### src/rtl/free_list.sv
`timescale 1ns/1ps
// free_list: physical-register free list for the rename stage.
// Circular buffer of free physical IDs with a speculative head (rename),
// a commit head (retirement) and a tail (RRAT recycling). A flush rewinds
// the speculative head to the commit head in a single cycle.
module free_list #(
    parameter int NUM_ARCH_REGS = 35,
    parameter int NUM_PHYS_REGS = 64,
    parameter int LOG_PHYS      = 6
) (
    input  logic                CLK,
    input  logic                RESET,
    input  logic                Alloc_IN,
    output logic [LOG_PHYS-1:0] AllocID_OUT,
    output logic                AllocValid_OUT,
    input  logic                Commit_IN,
    input  logic                Free_IN,
    input  logic [LOG_PHYS-1:0] FreeID_IN,
    input  logic                Flush_IN,
    output logic [LOG_PHYS:0]   FreeCount_OUT,
    output logic                Error_OUT
);

    // Number of physical registers not mapped by the architectural state.
    localparam int NUM_FREE = NUM_PHYS_REGS - NUM_ARCH_REGS;

    logic [LOG_PHYS-1:0] buffer [NUM_PHYS_REGS];

    logic [LOG_PHYS-1:0] spec_head;
    logic [LOG_PHYS-1:0] commit_head;
    logic [LOG_PHYS-1:0] tail;
    logic [LOG_PHYS:0]   spec_count;
    logic [LOG_PHYS:0]   pend_count;

    logic                commit_ok;
    logic                commit_err;
    logic                alloc_req;
    logic                alloc_ok;
    logic                alloc_err;
    logic                free_ok;
    logic                free_err;
    logic [LOG_PHYS+1:0] occupied;

    logic [LOG_PHYS-1:0] commit_head_next;
    logic [LOG_PHYS-1:0] spec_head_next;
    logic [LOG_PHYS:0]   pend_after_commit;
    logic [LOG_PHYS:0]   spec_count_next;
    logic [LOG_PHYS:0]   pend_count_next;

    // A flush takes priority over an allocation in the same cycle, and the
    // alloc is then silently dropped rather than flagged.
    assign alloc_req  = Alloc_IN && !Flush_IN;
    assign alloc_ok   = alloc_req && (spec_count != '0);
    assign alloc_err  = alloc_req && (spec_count == '0);

    assign commit_ok  = Commit_IN && (pend_count != '0);
    assign commit_err = Commit_IN && (pend_count == '0);

    // Every ID held between commitHead and tail is accounted for; once that
    // reaches the number of non-architectural registers the list is full.
    assign occupied   = {1'b0, spec_count} + {1'b0, pend_count};
    assign free_ok    = Free_IN && (occupied != (LOG_PHYS+2)'(NUM_FREE));
    assign free_err   = Free_IN && (occupied == (LOG_PHYS+2)'(NUM_FREE));

    assign commit_head_next  = commit_head + LOG_PHYS'(commit_ok);
    assign pend_after_commit = pend_count - (LOG_PHYS+1)'(commit_ok);

    // Next speculative head and counts; a flush folds the remaining pending
    // entries (after any same-cycle commit) back into the free pool.
    always_comb begin
        spec_head_next  = spec_head;
        spec_count_next = spec_count;
        pend_count_next = pend_count;
        if (Flush_IN) begin
            spec_head_next  = commit_head_next;
            spec_count_next = spec_count + pend_after_commit + (LOG_PHYS+1)'(free_ok);
            pend_count_next = '0;
        end else begin
            spec_head_next  = spec_head + LOG_PHYS'(alloc_ok);
            spec_count_next = spec_count - (LOG_PHYS+1)'(alloc_ok) + (LOG_PHYS+1)'(free_ok);
            pend_count_next = pend_after_commit + (LOG_PHYS+1)'(alloc_ok);
        end
    end

    // Buffer storage: preloaded with the unmapped IDs, written at tail on free.
    always_ff @(posedge CLK or negedge RESET) begin
        if (!RESET) begin
            for (int k = 0; k < NUM_PHYS_REGS; k++) begin
                buffer[k] <= (k < NUM_FREE) ? LOG_PHYS'(NUM_ARCH_REGS + k) : '0;
            end
        end else if (free_ok) begin
            buffer[tail] <= FreeID_IN;
        end
    end

    // Pointer and count registers.
    always_ff @(posedge CLK or negedge RESET) begin
        if (!RESET) begin
            spec_head   <= '0;
            commit_head <= '0;
            tail        <= LOG_PHYS'(NUM_FREE);
            spec_count  <= (LOG_PHYS+1)'(NUM_FREE);
            pend_count  <= '0;
        end else begin
            spec_head   <= spec_head_next;
            commit_head <= commit_head_next;
            tail        <= tail + LOG_PHYS'(free_ok);
            spec_count  <= spec_count_next;
            pend_count  <= pend_count_next;
        end
    end

    // Sticky protocol-violation flag, cleared only by reset.
    always_ff @(posedge CLK or negedge RESET) begin
        if (!RESET) begin
            Error_OUT <= 1'b0;
        end else if (alloc_err || commit_err || free_err) begin
            Error_OUT <= 1'b1;
        end
    end

    assign AllocID_OUT    = buffer[spec_head];
    assign AllocValid_OUT = (spec_count != '0);
    assign FreeCount_OUT  = spec_count;

endmodule
### config.mk
export PLATFORM = sky130hd
export DESIGN_NAME = free_list
export DESIGN_NICKNAME = d
export VERILOG_FILES = /design/src/rtl/free_list.sv
export SDC_FILE = /design/constraint.sdc
export NUM_CORES = 1
export LEC_CHECK = 0
export ABC_AREA = 1
export CORE_MARGIN = 2
export CORE_UTILIZATION = 46
export CTS_CLUSTER_DIAMETER = 30
export DETAILED_ROUTE_END_ITERATION = 10
export PLACE_DENSITY_LB_ADDON = 0.15
export SLEW_MARGIN = 20
export SYNTH_ARGS = -nofsm -noshare
export SYNTH_HDL_FRONTEND = slang
export SYNTH_SLANG_ARGS = --single-unit
### constraint.sdc
create_clock -name CLK -period 5.1 [get_ports CLK]
set_clock_uncertainty 0.1 [all_clocks]
set_input_delay 1.02 -clock CLK [delete_from_list [all_inputs] [get_ports CLK]]
set_output_delay 1.02 -clock CLK [all_outputs]
set_load 0.03 [all_outputs]
Yosys cells after proc, flatten, opt, wreduce, memory -nomap -nowiden
Cells that the tools add are included.
- output and inout port bits: 15
- register bits after elaboration: 417
- bits of input ports: 12
- logic and storage cells: 111
- magnitude comparators: 3
- add/subtract/negate cells: 10
- muxes and demuxes: 9
- bitwise logic cells: 2
- reductions and logical operators: 15
- eq/ne operators: 2
- operator list (operator ; number):
    384-bit bitwise mux ; 1
    6-bit binary-select mux with 6-bit select ; 1
    6-bit demux with 6-bit select ; 1
    6-bit two-way mux ; 4
    7-bit by 1-bit adder with 7-bit output ; 3
    6-bit by 1-bit adder with 6-bit output ; 3
    7-bit >= comparator (second input constant) ; 2
    7-bit zero test ; 2
    7-bit two-way mux ; 2
    6-bit NOT with 7-bit output ; 2
    7-bit nonzero test ; 2
    7-bit by 1-bit subtractor with 7-bit output ; 2
    7-bit by 7-bit adder with 8-bit output ; 1
    8-bit by 5-bit equality test with 1-bit output (second input constant) ; 1
    1-bit logical AND ; 8
    8-bit by 5-bit != test with 1-bit output (second input constant) ; 1
    7-bit adder ; 1
    7-bit by 1-bit < comparator with 1-bit output (second input constant) ; 1
    1-bit logical OR ; 2
    1-bit zero test ; 1

Depth between registers and ports, before layout
- depth after elaboration: 6
- mapped depth: 24

Least setup slack after synthesis
No wires, ideal clock.
- kind: register to register
- start: register spec_count[0], in the netlist FreeCount_OUT[0]
- end: register spec_count[4], in the netlist FreeCount_OUT[4]
- period minus slack after synthesis: 3.547 ns
- library setup time: 0.077 ns
- required time: 4.923 ns
- cell stages (with the launch flop): 21
- buffers on the path: 2
- arrival: 3.369 ns
- slack: 1.553 ns
- cells stage by stage: dfstp_2 ha_1 fa_1 inv_1 nand3_1 nor2_1 nand3_1 nor2_1 nand3_2 buf_6 buf_2 nand2_1 ha_1 inv_1 ha_1 fa_1 nand2_1 a21oi_1 nor2_1 o21ai_0 o22ai_1
- word-level cells in the longest chain between the ends: 5
- RTL lines (element ; RTL line ; source):
    from (decl) ; 32 ; logic [LOG_PHYS:0] spec_count;
    from (signal assigned) ; 102 ; spec_count <= (LOG_PHYS+1)'(NUM_FREE);
    from (signal assigned) ; 108 ; spec_count <= spec_count_next;
    7-bit by 7-bit adder with 8-bit output or 7-bit nonzero test (tied branches) ; 61, 53 ;
    8-bit by 5-bit != test with 1-bit output or 1-bit logical AND (tied branches) ; 62, 53 ;
    1-bit logical AND or 7-bit by 1-bit subtractor with 7-bit output (tied branches) ; 62, 80 ;
    7-bit by 1-bit adder with 7-bit output (on tied branches) ; 80, 76 ;
    7-bit two-way mux (*) ; 74 ; if (Flush_IN) begin
    named net spec_count_next[4] ; 47 ; logic [LOG_PHYS:0] spec_count_next;
Mark *: on every way through the listed nets, which the timed path passes. The rest lies on a longest branch.
A chain may end at the register's enable or synchronous reset.

Final worst setup path
- start: register spec_head[1]
- end: output port AllocID_OUT[0]
- word-level cells in the longest chain between the ends: 4
- RTL lines (element ; RTL line ; source):
    from (decl) ; 29 ; logic [LOG_PHYS-1:0] spec_head;
    from (signal assigned) ; 105 ; spec_head <= spec_head_next;
    6-bit NOT with 7-bit output (not written as such) ; 122 ; assign AllocID_OUT = buffer[spec_head];
    6-bit binary-select mux with 6-bit select ; 122 ;
    6-bit two-way mux (not written as such) (2 in series) ; 122 ;
    to (decl) ; 14 ; output logic [LOG_PHYS-1:0] AllocID_OUT,
Every way passes these cells. The select of a mux whose other input is x is not followed.

==> flow_summary.toml <==
[status]
outcome = "finished, final reports clean"

[sta]
finalHoldViolCount = 0
fmax_ghz = 0.204
fin_crit_sh = 0.959
worst_slack_ns = 0.208
hold_slack_ns = 0.329
worstMarginPinSlew_ns = 1.18
setup_viol = 0
slew_viol_final = 0
rsz0062_at_grt = "no"
slew_headroom = 0.215
timing.setup.tns_ns = 0
period_minus_slack_ns = 4.89

[synth]
syn_avg_cell_area_um2 = 7.69
synthesis.nets = 3030
synth.area.top_cells = "dfrtp_1 (33%), nand2_1 (16%), dfstp_2 (13%), nand4_1 (11%), nor2_1 (6.1%)"
ys_types = 34
ys_ff_latch = 417
ys_seq_area_frac = 0.461
synthesis.area_mm2 = 0.0229
synth.top_cell.area_share = 0.329
ys_async_sr_fraction = 1.00
ys.flop_type = "dfrtp_1"
syn_inst = 2983
synth_warnings = 0
synth_top_cell_by_area = "dfrtp_1"
synth_edf_count = 0

[floorplan]
start_util = 0.468
row_count = 81
die_x_um = 227
coreArea_mm2 = 0.0491
fp.dieArea_mm2 = 0.0517
io_pins = 27
dieHeight_um = 227

[clocking]
clock_latency_ns = 0.64
post_cts_buffers = 0
cts.clk_slew.worst_paths_ns = 0.05
post_cts_resized = 0
tritoncts = "built"
cts_buffers = 106
cts_sinks = 417
clockBufferDepth = 3
ctsHoldBuffers = 0
cts_root_buf = "clkbuf_16"
cts_max_level = 3

[routing]
via_per_inst = 5.91
finalWirelength_um = 74500
avgRoutedWirePerCell_um = 20.2
drtAntennaViolNets = 0
vias = 21810
drt-initial-drc-count = 2158
drcViolationCount = 0
first_pass_iters = 6

[grt]
grt_pass1_vias = 20866
grt_pass1_wl_um = 118000
grt_overflow_total = 0
antenna_found_initial = 1
grt_max_degree = 213
gr-usage-all-layers = 0.292

[placement]
hpwlAfterDp_um = 43200
port_buffers = 26
dp_slack_ns = 0.887
place_inst = 3486
gp_congestion = 0.890

[pwr]
vdd_drop_max_uv = 477
power_density_mw_per_mm2 = 730
total_leakage_power_nw = 13.1

[setup_path]
worstPathMaxFanout = 48
crit_type = "register to output port"
r2r_slack_ns = 1.33
critPathCaptureType = "output port"
cp-start-kind = "register"
crit_required_ns = 3.98
crit_arrival_ns = 3.77

[min_path]
hold_class = "input pin to async pin"

[job]
cap_viol_max_count = 0

[final_layout]
syn_to_final_growth_pct = 19.2
post_route_cells_drive_above_1_share = 0.132
final_cell_mix = "nand2_1 (961), nand4_1 (388), nor2_1 (374)"
instances_no_fill = 3688
layout_commonest_cell = "nand2_1"
fin_nets = 2977
-- layout make-up --
type,count,area (um2)
repair buffers,58,631
diodes,1,2.50
fillers,4536,21700
well taps,664,831
flip-flops and latches,417,10600
clock buffers,148,3180
inverters,81,307
clock inverters,53,753
multi-input cells,2266,11100
-- power by group --
group / switching [mW] / internal, mW / total, mW / leakage, nW
combinational: 4.73 / 2.17 / 6.91 / 5.95
clock: 2.09 / 5.20 / 7.28 / 1.93
sequential: 0.869 / 4.91 / 5.78 / 5.25
total: 7.69 / 12.3 / 20.0 / 13.1
-- sequential cells by signal (all words and copies together) (netlist names) --
register,cells
commit_head,6
spec_head,6
FreeCount_OUT,7
tail,6
Error_OUT,1
buffer,384
pend_count,7
-- worst max-delay path, cell delays in order (launching register included) --
cell and delay, ns:
dfrtp_4 0.49, inv_2 0.68, o21ai_0 0.19, o21ai_0 0.50
a21oi_1 0.20, nand2_1 0.13, nand3_1 0.07, nand2_1 0.17
clkdlybuf4s50_1 0.70
-- Yosys cell counts, types with 17 or more instances --
master	instances
nand2_1	961
nand4_1	388
nor2_1	374
dfrtp_1	302
o21ai_0	184
nand3_1	143
dfstp_2	115
clkbuf_1	94
inv_1	78
buf_2	62
o211ai_1	49
buf_1	43
a21oi_1	38
ha_1	31
nand3_4	30
or2_2	17
-- cell families (layout without fill, tap and decap cells) --
logic type	after synthesis	count (layout)	synth area share
XOR/XNOR	15	15	0.00573
adder cells (fa/ha/maj)	35	35	0.0204
AO/OA/AOI/OAI	292	292	0.0695
other	0	1	0
flip-flops	417	417	0.461
AND/OR/NAND/NOR	1924	1924	0.386
buffers and inverters	300	340	0.0575
-- through the flow --
stage,instance area (um2),util,power (mW)
finish,27300,0.557,20.0
CTS,27300,0.557,19.9
global placement,23400,0.477,12.5
global route,27300,0.557,21.2
detailed placement,23400,0.477,12.6
floorplan,22900,-,10.3
-- path summary, 6_finish.rpt --
check                                  from             end  cells past startpoint
hold / removal                        RESET      buffer[24]                      1
setup / recovery               spec_head[1]  AllocID_OUT[0]                      8
setup reg to reg           FreeCount_OUT[0]     buffer[161]                     14
min in group CLK                buffer[211]     buffer[211]                      2
max in group asynchronous             RESET         tail[3]                      2
hold reg to reg                 buffer[211]     buffer[211]                      2
-- per-layer routing --
layer,part of all wire,routed length [um],global-route usage
met5,0,0,0
met4,0.031,2330,0.115
met3,0.083,6180,0.0479
met1,0.44,32500,0.418
met2,0.45,33400,0.443
No activity file was read; power rests on OpenSTA's default activity.
